File: src/rtl/sd_block_responder.sv
// Responder side of the virtual-disk sector protocol. It serves 512-byte
// sector reads and writes for VDNUM drives from a byte-wide backing memory.
// All outputs are registered. Each output flop is loaded on the transition
// into the state where it must be visible, so the pulses line up with the
// states named below.
module sd_block_responder #(
    parameter int unsigned VDNUM = 3,
    parameter int unsigned DRV_W = 2,
    parameter int unsigned LBA_W = 14,
    parameter int unsigned AW    = DRV_W + LBA_W + 9
) (
    input  logic             clk_sys,
    input  logic             reset,
    input  logic [31:0]      sd_lba,
    input  logic [VDNUM-1:0] sd_rd,
    input  logic [VDNUM-1:0] sd_wr,
    output logic             sd_ack,
    output logic [8:0]       sd_buff_addr,
    output logic [7:0]       sd_buff_dout,
    output logic             sd_buff_wr,
    input  logic [7:0]       sd_buff_din,
    output logic [AW-1:0]    mem_addr,
    output logic             mem_rd,
    output logic             mem_wr,
    output logic [7:0]       mem_din,
    input  logic [7:0]       mem_dout,
    input  logic             mem_ready,
    output logic             busy,
    output logic             err
);

    localparam int unsigned CNT_W = 9;
    localparam logic [CNT_W-1:0] CNT_LAST = CNT_W'(511);

    typedef enum logic [3:0] {
        IDLE     = 4'd0,
        ACK      = 4'd1,
        RD_REQ   = 4'd2,
        RD_WAIT  = 4'd3,
        RD_PUT   = 4'd4,
        WR_ADDR  = 4'd5,
        WR_LATCH = 4'd6,
        WR_REQ   = 4'd7,
        WR_WAIT  = 4'd8,
        DONE     = 4'd9
    } state_t;

    state_t             state_q, state_d;
    logic [DRV_W-1:0]   drv_q, drv_d;
    logic               wr_q, wr_d;
    logic [LBA_W-1:0]   lba_q, lba_d;
    logic               oor_q, oor_d;
    logic [CNT_W-1:0]   cnt_q, cnt_d;

    logic               sd_ack_q, sd_ack_d;
    logic [8:0]         sd_buff_addr_q, sd_buff_addr_d;
    logic [7:0]         sd_buff_dout_q, sd_buff_dout_d;
    logic               sd_buff_wr_q, sd_buff_wr_d;
    logic [AW-1:0]      mem_addr_q, mem_addr_d;
    logic               mem_rd_q, mem_rd_d;
    logic               mem_wr_q, mem_wr_d;
    logic [7:0]         mem_din_q, mem_din_d;
    logic               busy_q, busy_d;
    logic               err_q, err_d;

    logic               req_any_c;
    logic [DRV_W-1:0]   sel_drv_c;
    logic               sel_wr_c;
    logic               sel_oor_c;
    logic               wr_step_c;

    // Pick the lowest-index requesting drive. A read wins over a write on the same drive.
    always_comb begin
        req_any_c = |(sd_rd | sd_wr);
        sel_drv_c = '0;
        sel_wr_c  = 1'b0;
        for (int i = int'(VDNUM) - 1; i >= 0; i--) begin
            if (sd_rd[i] || sd_wr[i]) begin
                sel_drv_c = DRV_W'(i);
                sel_wr_c  = ~sd_rd[i];
            end
        end
        sel_oor_c = |sd_lba[31:LBA_W];
    end

    // Next-state and registered-output computation for the sector transfer.
    always_comb begin
        state_d        = state_q;
        drv_d          = drv_q;
        wr_d           = wr_q;
        lba_d          = lba_q;
        oor_d          = oor_q;
        cnt_d          = cnt_q;
        sd_ack_d       = sd_ack_q;
        sd_buff_addr_d = sd_buff_addr_q;
        sd_buff_dout_d = sd_buff_dout_q;
        sd_buff_wr_d   = 1'b0;
        mem_addr_d     = mem_addr_q;
        mem_rd_d       = 1'b0;
        mem_wr_d       = 1'b0;
        mem_din_d      = mem_din_q;
        err_d          = 1'b0;
        wr_step_c      = 1'b0;

        case (state_q)
            IDLE: begin
                if (req_any_c) begin
                    state_d  = ACK;
                    drv_d    = sel_drv_c;
                    wr_d     = sel_wr_c;
                    lba_d    = sd_lba[LBA_W-1:0];
                    oor_d    = sel_oor_c;
                    cnt_d    = '0;
                    sd_ack_d = 1'b1;
                    err_d    = sel_oor_c;
                end
            end
            ACK: begin
                if (wr_q) begin
                    state_d        = WR_ADDR;
                    sd_buff_addr_d = cnt_q;
                end else begin
                    state_d    = RD_REQ;
                    mem_addr_d = AW'({drv_q, lba_q, cnt_q});
                    mem_rd_d   = ~oor_q;
                end
            end
            RD_REQ: begin
                // An out-of-range sector reads as all 0xFF and skips memory.
                if (oor_q) begin
                    state_d        = RD_PUT;
                    sd_buff_dout_d = 8'hFF;
                    sd_buff_addr_d = cnt_q;
                    sd_buff_wr_d   = 1'b1;
                end else begin
                    state_d = RD_WAIT;
                end
            end
            RD_WAIT: begin
                if (mem_ready) begin
                    state_d        = RD_PUT;
                    sd_buff_dout_d = mem_dout;
                    sd_buff_addr_d = cnt_q;
                    sd_buff_wr_d   = 1'b1;
                end
            end
            RD_PUT: begin
                if (cnt_q == CNT_LAST) begin
                    state_d  = DONE;
                    sd_ack_d = 1'b0;
                end else begin
                    cnt_d      = cnt_q + CNT_W'(1);
                    state_d    = RD_REQ;
                    mem_addr_d = AW'({drv_q, lba_q, cnt_d});
                    mem_rd_d   = ~oor_q;
                end
            end
            WR_ADDR: begin
                state_d = WR_LATCH;
            end
            WR_LATCH: begin
                // The buffer address has been stable for one cycle, so its data is valid now.
                state_d    = WR_REQ;
                mem_din_d  = sd_buff_din;
                mem_addr_d = AW'({drv_q, lba_q, cnt_q});
                mem_wr_d   = ~oor_q;
            end
            WR_REQ: begin
                if (oor_q) begin
                    wr_step_c = 1'b1;
                end else begin
                    state_d = WR_WAIT;
                end
            end
            WR_WAIT: begin
                wr_step_c = mem_ready;
            end
            DONE: begin
                state_d = IDLE;
            end
            default: begin
                state_d = IDLE;
            end
        endcase

        // Advance to the next write byte, or finish the sector.
        if (wr_step_c) begin
            if (cnt_q == CNT_LAST) begin
                state_d  = DONE;
                sd_ack_d = 1'b0;
            end else begin
                cnt_d          = cnt_q + CNT_W'(1);
                state_d        = WR_ADDR;
                sd_buff_addr_d = cnt_d;
            end
        end

        busy_d = (state_d != IDLE);
    end

    // State and output registers with synchronous reset.
    always_ff @(posedge clk_sys) begin
        if (reset) begin
            state_q        <= IDLE;
            drv_q          <= '0;
            wr_q           <= 1'b0;
            lba_q          <= '0;
            oor_q          <= 1'b0;
            cnt_q          <= '0;
            sd_ack_q       <= 1'b0;
            sd_buff_addr_q <= '0;
            sd_buff_dout_q <= '0;
            sd_buff_wr_q   <= 1'b0;
            mem_addr_q     <= '0;
            mem_rd_q       <= 1'b0;
            mem_wr_q       <= 1'b0;
            mem_din_q      <= '0;
            busy_q         <= 1'b0;
            err_q          <= 1'b0;
        end else begin
            state_q        <= state_d;
            drv_q          <= drv_d;
            wr_q           <= wr_d;
            lba_q          <= lba_d;
            oor_q          <= oor_d;
            cnt_q          <= cnt_d;
            sd_ack_q       <= sd_ack_d;
            sd_buff_addr_q <= sd_buff_addr_d;
            sd_buff_dout_q <= sd_buff_dout_d;
            sd_buff_wr_q   <= sd_buff_wr_d;
            mem_addr_q     <= mem_addr_d;
            mem_rd_q       <= mem_rd_d;
            mem_wr_q       <= mem_wr_d;
            mem_din_q      <= mem_din_d;
            busy_q         <= busy_d;
            err_q          <= err_d;
        end
    end

    assign sd_ack       = sd_ack_q;
    assign sd_buff_addr = sd_buff_addr_q;
    assign sd_buff_dout = sd_buff_dout_q;
    assign sd_buff_wr   = sd_buff_wr_q;
    assign mem_addr     = mem_addr_q;
    assign mem_rd       = mem_rd_q;
    assign mem_wr       = mem_wr_q;
    assign mem_din      = mem_din_q;
    assign busy         = busy_q;
    assign err          = err_q;

endmodule

File: config.mk
export PLATFORM = sky130hd
export DESIGN_NAME = sd_block_responder
export DESIGN_NICKNAME = d
export VERILOG_FILES = /design/src/rtl/sd_block_responder.sv
export SDC_FILE = /design/constraint.sdc
export NUM_CORES = 1
export LEC_CHECK = 0
export CAP_MARGIN = 20
export CORE_MARGIN = 2
export CORE_UTILIZATION = 48
export CTS_CLUSTER_SIZE = 20
export DETAILED_ROUTE_END_ITERATION = 10
export PLACE_DENSITY = 0.85
export SYNTH_ARGS = -nofsm -noshare
export SYNTH_HDL_FRONTEND = slang
export SYNTH_SLANG_ARGS = --single-unit
File: constraint.sdc
create_clock -name clk_sys -period 2.8 [get_ports clk_sys]
set_input_delay 0.28 -clock clk_sys [delete_from_list [all_inputs] [get_ports clk_sys]]
set_output_delay 0.28 -clock clk_sys [all_outputs]
set_load 0.005 [all_outputs]
==> results.ini <==
[synth]
syn_nets=550
synth_cells=489
yosysWarnings=0
synth_area_sq_um=3960
yosysSeqAreaShare=0.439
yosys_register_bits=87
yosys-top-cells-count=109 x nand2_1, 87 x dfxtp_1, 60 x a21oi_1
synth.avg_cell_area_sq_um=8.11
ys_types=58
post-synth-top-count-cell=nand2_1
synth_edf_count=0
synth_top_area_cell=dfxtp_1
synth-main-ff-cell=dfxtp_1
ys_async_sr_fraction=0
synth_area_leaders=dfxtp_1 44%, nand2_1 10%, a21oi_1 7.6%, nor2_1 4.5%, a211oi_1 3.4%
synth.top_cell.area_share=0.439

[grt]
antenna_found_initial=0
grt_first_pass_wirelength_microns=16600
grt_max_degree=62
grt_overflow_total=0
grt_use_total=0.232
grt_pass1_vias=3640

[timing]
setup_ws_ns=0.213
setup_tns_ns=0
finalCritPeriodShare=0.924
slew_violations=0
hold_viol=0
slew_headroom=0.501
fin_crit_ns=2.59
grt_setup_unrepaired=false
max_clock_freq_ghz=0.387
worstMarginPinSlew_ns=0.744
setup_viol=0
finClkSkew_ns=0.0154
whs_ns=0.380

[detailed_routing]
vias=3944
drtIter0Drc=273
drtAntennaViolNets=0
vias_per_cell=5.63
avgRoutedWirePerCell_microns=15.1
drt_pass1_iterations=5
wirelength_microns=10600
drc=0

[critical_path]
cp-start-kind=register
r2r-end=mem_addr[2]$_SDFFE_PP0P_
path_class=reg -> reg
r2r_slack_ns=0.21
r2r_cells=10
crit-reg2reg-launch=cnt_q[0]$_SDFF_PP0_
worstPathArrival_ns=2.85
critPathCaptureType=register
cp.required_ns=3.06
critPathMaxFanout=34

[clocking]
clk_latency_ns=0.37
clk_pin_slew_ns=0.09
cts_max_level=3
cts_made_buffers=9
clock_sinks=87
clockBufferDepth=2
cts_tree=yes
cts_hold_buffers=0
cts_root_buffer=clkbuf_8

[placed_design]
dpl-instance-area_sq_um=5150
dp.cells=684
dp_hpwl_microns=7420
dp_slack_ns=0.0463
portBuffers=112
place_congestion=0.845

[worst_hold_path]
min-delay-start=reset
min_delay_path_depth=2
hp-class=in -> reg
min_to=state_q[2]$_SDFF_PP0_

[power]
power_density_nw_per_um2=838
leakagePower_nw=1.82
p_total_mw=4.48
ir_drop_mv=0.432

[layout]
nFillCells=658
design_area_sq_um=5350
diodes=0
final_util=0.661
area_delta_synth_final_pct=34.9
layout.nets=651
drive_above_1_share=0.0840
fin_cells=700

[die]
ios=113
rows=33
initial_utilization=0.490
die_area_sq_um=9000
die_w_microns=94.9
design.core.area_sq_um=8090
die_h_microns=94.9

[job]
cap_viol_max_count=0

[run_status]
status=completed

## layout by cell type, fill, tap and decap left out, types with 2 or more instances in the layout
cell type	count
a21oi_1	60
o211ai_1	2
xnor2_1	5
a41oi_1	2
inv_1	11
or2_2	2
o21ai_1	3
buf_4	11
nor3_1	7
ha_1	4
o21ai_0	8
nand2b_1	3
and3_1	4
nand2_1	109
a22oi_1	5
inv_6	4
xor2_1	2
nor3b_1	2
nor2_1	48
nor4_1	5
a211oi_1	18
o22ai_1	2
nor4_2	2
a31oi_1	9
nand3_1	13
dfxtp_1	87
nor2b_1	3
clkbuf_8	9
or3_1	2
mux2i_1	2
nand3b_1	5
clkdlybuf4s50_1	111
and2_1	3
## area by class of cell
type	count	area (sq um)	area share
tap	105	131	0.0246
multi-input combinational	357	2020	0.378
inverter	11	41.3	0.00772
timing repair buffer	124	1220	0.228
clock inverter	7	70.1	0.0131
clock buffer	9	124	0.0232
sequential	87	1740	0.326
## registers in the layout, indices dropped and copies added (netlist names), 2 cells and up
register      flops
mem_addr         25
lba_q            14
cnt_q             9
sd_buff_addr      9
mem_din           8
sd_buff_dout      8
state_q           4
drv_q             2
## layer usage
| layer | vias up | global-route usage | part of all wire |
|---|---|---|---|
| met2 | 164 | 0.397 | 0.49 |
| li1 | 1890 | - | - |
| met4 | 0 | 0.0930 | 0.018 |
| met3 | 25 | 0.0511 | 0.078 |
| met5 | - | 0 | 0 |
| met1 | 1865 | 0.283 | 0.41 |
## repair_timing
item | in CTS | in global routing
buffers inserted | 0 | 0
setup endpoints to repair | 0 | 16
resized for setup | 0 | 1
## worst max-delay path by stage
stage | start | end | cells past startpoint
detailed placement | cnt_q[0]$_SDFF_PP0_ | mem_addr[19]$_SDFFE_PP0P_ | 10
CTS | cnt_q[0]$_SDFF_PP0_ | mem_addr[19]$_SDFFE_PP0P_ | 10
floorplan | cnt_q[0]$_SDFF_PP0_ | mem_addr[15]$_SDFFE_PP0P_ | 13
global route | cnt_q[0]$_SDFF_PP0_ | cnt_q[4]$_SDFF_PP0_ | 9
finish | cnt_q[0]$_SDFF_PP0_ | mem_addr[2]$_SDFFE_PP0P_ | 10
global placement | cnt_q[0]$_SDFF_PP0_ | mem_addr[16]$_SDFFE_PP0P_ | 10
## worst max-delay path, cell delays in order, from the launching register on
cell,delay [ns]
dfxtp_1,0.49
ha_1,0.22
and3_1,0.20
and3_1,0.16
and3_1,0.21
ha_1,0.18
nand3b_1,0.08
a21boi_1,0.35
nor3_4,0.09
buf_12,0.20
a211oi_1,0.29
## report_power, final
group          internal [mW]  switching (mW)  total (mW)
Sequential              1.52           0.199        1.72
Combinational          0.864            1.03        1.90
Clock                  0.349           0.515       0.864
## kinds of logic after synthesis
kind of cell,synth area share
AOI/OAI and AO/OA,0.213
xor gates and xnor gates,0.0155
adders and majority gates,0.0126
buffers and inverters,0.0540
DFF,0.439
muxes,0.0107
and+or+nand+nor,0.255
(Power assumes the default switching activity.)
